File: config.mk
export PLATFORM = sky130hd
export DESIGN_NAME = reg_cut_tmo
export DESIGN_NICKNAME = d
export VERILOG_FILES = /design/src/rtl/reg_cut_tmo.sv
export SDC_FILE = /design/constraint.sdc
export NUM_CORES = 1
export LEC_CHECK = 0
export CORE_UTILIZATION = 25
export CTS_CLUSTER_DIAMETER = 80
export DETAILED_ROUTE_END_ITERATION = 12
export HOLD_SLACK_MARGIN = 0.03
export PLACE_DENSITY = 0.66
export SLEW_MARGIN = 25
export SYNTH_ARGS = -nofsm -noshare
export SYNTH_HDL_FRONTEND = slang
export SYNTH_SLANG_ARGS = --single-unit
File: constraint.sdc
create_clock -name clk_i -period 2.1 [get_ports clk_i]
set_input_delay 0.42 -clock clk_i [delete_from_list [all_inputs] [get_ports clk_i]]
set_output_delay 0.42 -clock clk_i [all_outputs]
set_load 0.005 [all_outputs]
File: src/rtl/reg_cut_tmo.sv
// Register-interface cut: one outstanding transaction, every output registered,
// with an optional watchdog that completes a hung access with an error response.

package reg_cut_tmo_pkg;
  localparam int unsigned AW = 32;
  localparam int unsigned DW = 32;

  typedef struct packed {
    logic            valid;
    logic [AW-1:0]   addr;
    logic            write;
    logic [DW-1:0]   wdata;
    logic [DW/8-1:0] wstrb;
  } reg_req_t;

  typedef struct packed {
    logic          ready;
    logic [DW-1:0] rdata;
    logic          error;
  } reg_rsp_t;
endpackage

module reg_cut_tmo
  import reg_cut_tmo_pkg::*;
#(
  parameter logic        Bypass        = 1'b0,
  parameter int unsigned TimeoutCycles = 0,
  parameter type         req_t         = reg_req_t,
  parameter type         rsp_t         = reg_rsp_t
) (
  input  logic clk_i,
  input  logic rst_ni,
  input  req_t req_i,
  output rsp_t rsp_o,
  output req_t req_o,
  input  rsp_t rsp_i,
  output logic timeout_o,
  output logic busy_o
);

  if (Bypass) begin : g_bypass
    assign req_o     = req_i;
    assign rsp_o     = rsp_i;
    assign timeout_o = 1'b0;
    assign busy_o    = 1'b0;
  end else begin : g_cut
    typedef enum logic [1:0] {IDLE, REQ, RSP, DRAIN} state_e;

    state_e state_q, state_d;
    req_t   req_q, req_d;
    rsp_t   rsp_q, rsp_d;
    logic   timeout_q, timeout_d;
    logic   busy_q, busy_d;
    logic   tmo_hit;

    if (TimeoutCycles != 0) begin : g_wdog
      localparam int unsigned CW = $clog2(TimeoutCycles + 1);
      localparam logic [CW-1:0] CntLast = CW'(TimeoutCycles - 1);
      localparam logic [CW-1:0] CntMax  = {CW{1'b1}};

      logic [CW-1:0] cnt_q, cnt_d;

      // Cleared whenever not waiting, so it is zero on the first REQ cycle.
      always_comb begin
        cnt_d = cnt_q;
        if (state_q != REQ) begin
          cnt_d = '0;
        end else if (!rsp_i.ready && (cnt_q != CntMax)) begin
          cnt_d = cnt_q + 1'b1;
        end
      end

      always_ff @(posedge clk_i or negedge rst_ni) begin
        if (!rst_ni) begin
          cnt_q <= '0;
        end else begin
          cnt_q <= cnt_d;
        end
      end

      assign tmo_hit = (state_q == REQ) && (cnt_q == CntLast);
    end else begin : g_no_wdog
      assign tmo_hit = 1'b0;
    end

    always_comb begin
      state_d       = state_q;
      req_d         = req_q;
      rsp_d         = rsp_q;
      rsp_d.ready   = 1'b0;
      timeout_d     = 1'b0;
      unique case (state_q)
        IDLE: begin
          if (req_i.valid) begin
            req_d   = req_i;
            state_d = REQ;
          end
        end
        REQ: begin
          // A real response wins over a watchdog expiry in the same cycle.
          if (rsp_i.ready) begin
            rsp_d.ready = 1'b1;
            rsp_d.rdata = rsp_i.rdata;
            rsp_d.error = rsp_i.error;
            state_d     = RSP;
          end else if (tmo_hit) begin
            rsp_d.ready = 1'b1;
            rsp_d.rdata = '0;
            rsp_d.error = 1'b1;
            timeout_d   = 1'b1;
            state_d     = DRAIN;
          end
        end
        RSP: begin
          state_d = IDLE;
        end
        DRAIN: begin
          // The late response is dropped; the downstream request stays up until then.
          if (rsp_i.ready) begin
            state_d = IDLE;
          end
        end
        default: begin
          state_d = IDLE;
        end
      endcase
      req_d.valid = (state_d == REQ) || (state_d == DRAIN);
      busy_d      = (state_d != IDLE);
    end

    always_ff @(posedge clk_i or negedge rst_ni) begin
      if (!rst_ni) begin
        state_q   <= IDLE;
        req_q     <= '0;
        rsp_q     <= '0;
        timeout_q <= 1'b0;
        busy_q    <= 1'b0;
      end else begin
        state_q   <= state_d;
        req_q     <= req_d;
        rsp_q     <= rsp_d;
        timeout_q <= timeout_d;
        busy_q    <= busy_d;
      end
    end

    assign req_o     = req_q;
    assign rsp_o     = rsp_q;
    assign timeout_o = timeout_q;
    assign busy_o    = busy_q;
  end

endmodule

==> results of run 1 <==
==> state kept, by name (all words and copies together), names as in the netlist <==
register / count
busy_o: 1
req_o: 70
rsp_o: 34
g_cut.state_q: 2
==> synth_stat cells <==
master and count:
a21o_2 2, a22o_1 1, and2_2 1, buf_12 7
buf_4 1, buf_6 4, conb_1 1, dfrtp_1 107
inv_1 3, mux2_1 3, mux2_2 31, mux2_4 68
nand2_1 1, nand3b_4 1, nor3b_2 1, xor2_1 1
==> timing repair <==
item / CTS / global route
hold buffers: 1 / 0
setup endpoints to repair: 0 / 0
hold endpoints to repair: 27 / 0
==> power groups by stage <==
stage                     Sequential (W)  Clock, W  Combinational, W
after floorplan                  0.00375         0           0.00194
after global routing             0.00385   0.00184           0.00480
after CTS                        0.00372   0.00174           0.00461
after global placement           0.00371         0           0.00451
final                            0.00370   0.00168           0.00454
after detailed placement         0.00372         0           0.00460
==> cells by family (layout without fill, tap and decap cells) <==
family / count (synthesis) / after routing / synth area share
buffers and inverters: 15 / 241 / 0.0467
AOI/OAI and AO/OA: 3 / 3 / 0.00602
other: 1 / 1 / 0.000859
muxes: 102 / 102 / 0.321
xor gates and xnor gates: 1 / 1 / 0.00201
and+or+nand+nor: 4 / 4 / 0.0100
DFF: 107 / 107 / 0.613
==> final cells by class <==
| class | count | area, um^2 |
|---|---|---|
| Clock inverter | 5 | 52.6 |
| Timing Repair Buffer | 222 | 2250 |
| Sequential cell | 107 | 2680 |
| Multi-Input combinational cell | 111 | 1490 |
| Clock buffer | 11 | 243 |
| Inverter | 3 | 11.3 |
| Tap cell | 220 | 275 |
| Fill cell | 1521 | 9810 |
==> placed cells by master (no fill, tap or decap) <==
master / instances
dlygate4sd3_1: 1
inv_1: 3
clkinv_2: 3
clkbuf_8: 1
and2_2: 1
clkbuf_1: 1
nor3b_4: 1
bufinv_16: 1
mux2_1: 3
dfrtp_1: 107
xor2_1: 1
a21o_2: 2
buf_4: 7
nand2_1: 1
clkbuf_16: 9
a22o_1: 1
nand3b_4: 1
clkinvlp_4: 1
mux2_2: 31
conb_1: 1
buf_12: 5
clkdlybuf4s50_1: 209
mux2_4: 68
==> through the flow <==
stage | power [W] | cell area (um^2) | util | hold slack (ns)
2_1_floorplan | 0.00569 | 4370 | - | 0.124
3_3_place_gp | 0.00822 | 6700 | 0.398 | 0.365
3_5_place_dp | 0.00832 | 6700 | 0.398 | 0.375
4_1_cts | 0.0101 | 7010 | 0.417 | 0.497
5_1_grt | 0.0105 | 7010 | 0.417 | 0.511
6_report | 0.00992 | 7010 | 0.417 | 0.491
==> worst min path at each step <==
stage	endpoint	slack, ns	cells past startpoint
after global routing	rsp_o[7]$_DFFE_PN0P_	0.51	1
after floorplan	busy_o$_DFF_PN0_	0.12	0
final	rsp_o[7]$_DFFE_PN0P_	0.49	1
after CTS	rsp_o[7]$_DFFE_PN0P_	0.50	1
after detailed placement	req_o[17]$_DFFE_PN0P_	0.37	1
after global placement	req_o[17]$_DFFE_PN0P_	0.37	1
==> layer usage <==
metal	up-vias	global-route usage
met1	1364	0.145
met5	-	0
met3	9	0.0246
met2	96	0.207
li1	1244	-
met4	0	0.0581
==> impl_metrics.tcl, run 1 <==
set metrics [dict create \
    cts_inserted_buffers 9 \
    synth_cells 233 \
    slowest_delay_ns 0.49 \
    setup-violations-final 0 \
    crit_top_cell "buf_12" \
    diodes 0 \
    yosys.area.top_type "dfrtp_1" \
    dr.pass1.iters 3 \
    start_util 0.260 \
    yosysUniqueCellTypes 16 \
    top_layer "met4" \
    critPathCaptureType "flop" \
    grt_pass1_vias 3075 \
    die_area_um2 18000 \
    crit_family "buffers and inverters" \
    drive_above_1_share 0.285 \
    place_inst 662 \
    tritoncts "done" \
    crit_slowest_cell "clkdlybuf4s50_1" \
    cp_data_required_time_ns 2.32 \
    crit_path_start "req_i[69]" \
    wire_per_inst_um 15.4 \
    viasPerCell 4.00 \
    period_minus_slack_ns 1.68 \
    dpl_worst_slack_ns 0.0596 \
    final.setup.tns_ns 0 \
    synthesis.nets 339 \
    ir_drop_mv 0.648 \
    ys_warn_count 0 \
    finalHoldViolations 0 \
    path_depth 5 \
    die_h_um 134 \
    numPortBuffers 210 \
    drv_slew 0 \
    htree_num_levels 3 \
    post-route-drc-count 0 \
    worst-setup-path-type "input port to flop" \
    wl_met3_um 508 \
    gr-usage-all-layers 0.121 \
    r2r_end "req_o[7]$_DFFE_PN0P_" \
    place_congestion 0.715 \
    cts_buffer_depth 2 \
    root_buffer "clkbuf_16" \
    coreArea_um2 16800 \
    antenna_found_initial 0 \
    p_clk_frac 0.169 \
    ys_ff_latch 107 \
    nets 560 \
    finalCritPeriodShare 0.802 \
    cts_resized 0 \
    seq_power_share 0.373 \
    r2r_start "g_cut.state_q[0]$_DFF_PN0_" \
    crit_fanout 20 \
    grt_max_degree 54 \
    rows 47 \
    power_frac_comb 0.458 \
    overflow 0 \
    p_switching_w 0.00255 \
    syn_area_um2 4370 \
    swShare 0.257 \
    netlist.area_leader.share 0.613 \
    p_leak_nw 3.02 \
    dr_wl_met2_um 5430 \
    grt_pass1_wl_um 16700 \
    rsz0062_at_grt "false" \
    outcome "finished clean" \
    syn_to_final_growth_pct 60.4 \
    ant_nets 0 \
    max_cap_viol_count 0 \
    dpl.hpwl_um 7890 \
    vias 2713 \
    crit_arrival_ns 1.91 \
    crit_chain "clkdlybuf4s50_1 -> nor3b_4 -> buf_12 -> buf_12 -> mux2_4" \
    drt_iter0_drc 50 \
    clk_latency_ns 0.34 \
    synth_area_leaders "dfrtp_1 (61%), mux2_4 (23%), mux2_2 (8.0%)" \
    die_w_um 134 \
    fmax_mhz 594 \
    worstHoldPathType "flop to flop" \
    hold_path_startpoint "rsp_o[7]$_DFFE_PN0P_" \
    ys_seq_area_frac 0.613 \
    met1_length_um 4350 \
    reg2reg_depth 4 \
    endpoint "req_o[7]$_DFFE_PN0P_" \
    syn_avg_cell_area_um2 18.7 \
    final_cells 679 \
    power_density_nw_per_um2 1420 \
    io_pins 212 \
    clkTransAtPathRegs_ns 0.07 \
    internal_power_w 0.00737 \
    wl_um 10500 \
    cts_setup_buffers 0 \
    fin_ws_ns 0.416 \
    start_kind "input port" \
    r2r_slack_ns 0.47 \
    clock_skew_ns 0.00956 \
    cp_num_buf_inv 3 \
    clkSinkCount 107 \
]
No activity file was read; power rests on OpenSTA's default activity.
==> run 2, diff against run 1 <==
==> constraint.sdc (replaced) <==
create_clock -name clk_i -period 1.69 [get_ports clk_i]
set_input_delay 0.338 -clock clk_i [delete_from_list [all_inputs] [get_ports clk_i]]
set_output_delay 0.338 -clock clk_i [all_outputs]
set_load 0.005 [all_outputs]
==> run 2 against run 1 <==
  * Sequential power increased by 24%
  * Final area is 1.2% higher
  * Combinational power grew 25%
  * Register-to-register slack got worse by 0.32 ns
  * Highest routed layer unchanged
==> impl_metrics.tcl, run 2 (same netlist as run 1, synthesis figures left out) <==
set metrics [dict create \
    ir_drop_mv 0.744 \
    finalHoldViolations 0 \
    multiInputGateArea_um2 1490 \
    setup-violations-final 0 \
    drv_slew 0 \
    drive_above_1_share 0.290 \
    start_util 0.260 \
    wl_um 10400 \
    timing.hold.ws_ns 0.494 \
    clkTransAtPathRegs_ns 0.07 \
    finalCritPeriodShare 0.937 \
    diodes 0 \
    outcome "finished clean" \
    htree_num_levels 3 \
    place_area_um2 6760 \
    grt_max_degree 56 \
    viasPerCell 4.04 \
    worst-setup-path-type "flop to output pin" \
    tritoncts "done" \
    clock_skew_ns 0.00686 \
    antenna_found_initial 0 \
    fmax_mhz 631 \
    clkSinkCount 107 \
    cp_num_buf_inv 1 \
    slowest_delay_ns 0.54 \
    final_cells 682 \
    vias 2758 \
    cts_inserted_buffers 9 \
    layout_common_cells "clkdlybuf4s50_1 (209), dfrtp_1 (107), mux2_4 (68)" \
    r2r_start "g_cut.state_q[1]$_DFF_PN0_" \
    hold_path_startpoint "rsp_o[13]$_DFFE_PN0P_" \
    critPathCaptureType "output pin" \
    power_density_nw_per_um2 1770 \
    dpl_worst_slack_ns -0.246 \
    crit_chain "clkdlybuf4s50_1" \
    numPortBuffers 210 \
    cts_buffer_depth 2 \
    ant_nets 0 \
    gr-usage-all-layers 0.118 \
    dpl.hpwl_um 8060 \
    crit_family "buffers and inverters" \
    crit_slowest_cell "clkdlybuf4s50_1" \
    wire_per_inst_um 15.3 \
    n_fill_cell 1547 \
    io_pins 212 \
    final_common_cell "clkdlybuf4s50_1" \
    nets 566 \
    crit_path_start "req_o[34]$_DFFE_PN0P_" \
    start_kind "flop" \
    final_area_um2 7090 \
    cp_data_required_time_ns 1.35 \
    post-route-drc-count 0 \
    fin_ws_ns 0.106 \
    coreArea_um2 16800 \
    largest_reg_flops 70 \
    crit_fanout 2 \
    dr.pass1.iters 3 \
    place_congestion 0.743 \
    seq_area_um2 2680 \
    die_h_um 134 \
    worstHoldPathType "flop to flop" \
    crit_arrival_ns 1.25 \
    grt_pass1_wl_um 16100 \
    grt_pass1_vias 3037 \
    root_buffer "clkbuf_16" \
    overflow 0 \
    place_inst 668 \
    drt_iter0_drc 67 \
    period_minus_slack_ns 1.58 \
    syn_to_final_growth_pct 62.3 \
    clk_latency_ns 0.34 \
    die_area_um2 18000 \
    die_w_um 134 \
    rows 47 \
    rsz0062_at_grt "false" \
    max_cap_viol_count 0 \
    p_leak_nw 3.06 \
]
-- run 2: cell count changes in the layout (fill, tap and decap cells not counted) --
cell        previous run  this run
buf_4                  7        12
bufinv_16              1         3
clkinv_2               3         0
buf_12                 5         6
clkinvlp_4             1         0
clkbuf_8               1         0
-- run 2: layer usage --
layer,vias up,global-route usage,share of wire
met4,0,0.0474,0.016
met1,1390,0.138,0.40
met2,101,0.202,0.52
met5,-,0,0
li1,1257,-,-
met3,10,0.0336,0.059
-- run 2: final timing paths --
| kind | endpoint | slack (ns) | depth (start not counted) |
|---|---|---|---|
| worst max-delay path | req_o[34] | 0.11 | 1 |
| worst min-delay path | rsp_o[13]$_DFFE_PN0P_ | 0.49 | 1 |
| worst max register to register | req_o[67]$_DFFE_PN0P_ | 0.15 | 4 |
| worst min register to register | rsp_o[13]$_DFFE_PN0P_ | 0.49 | 1 |
| max in group asynchronous | req_o[67]$_DFFE_PN0P_ | 0.89 | 3 |
| min in group asynchronous | req_o[58]$_DFFE_PN0P_ | 0.53 | 3 |
-- run 2: layout make-up --
| type | count | area share |
|---|---|---|
| Clock inverter | 3 | 0.0127 |
| Tap cell | 220 | 0.0388 |
| Inverter | 3 | 0.00159 |
| Timing Repair Buffer | 228 | 0.326 |
| Sequential cell | 107 | 0.378 |
| Clock buffer | 10 | 0.0323 |
| Multi-Input combinational cell | 111 | 0.211 |
-- run 2: timing repair --
item | in CTS | in global routing
hold endpoints to repair | 107 | 0
resized for setup | 0 | 0
buffers inserted | 0 | 0
hold buffers | 1 | 0
-- run 2: through the flow --
stage | setup TNS, ns | utilization | power (W)
after floorplan | 0 | - | 0.00707
after global routing | 0 | 0.421 | 0.0133
final | 0 | 0.421 | 0.0126
after global placement | -10.93 | 0.402 | 0.0103
after detailed placement | -13.37 | 0.402 | 0.0104
after CTS | 0 | 0.421 | 0.0128
-- run 2: power breakdown --
part | switching (W) | internal [W]
registers | 0.000742 | 0.00386
clock network | 0.000867 | 0.00142
logic | 0.00153 | 0.00416
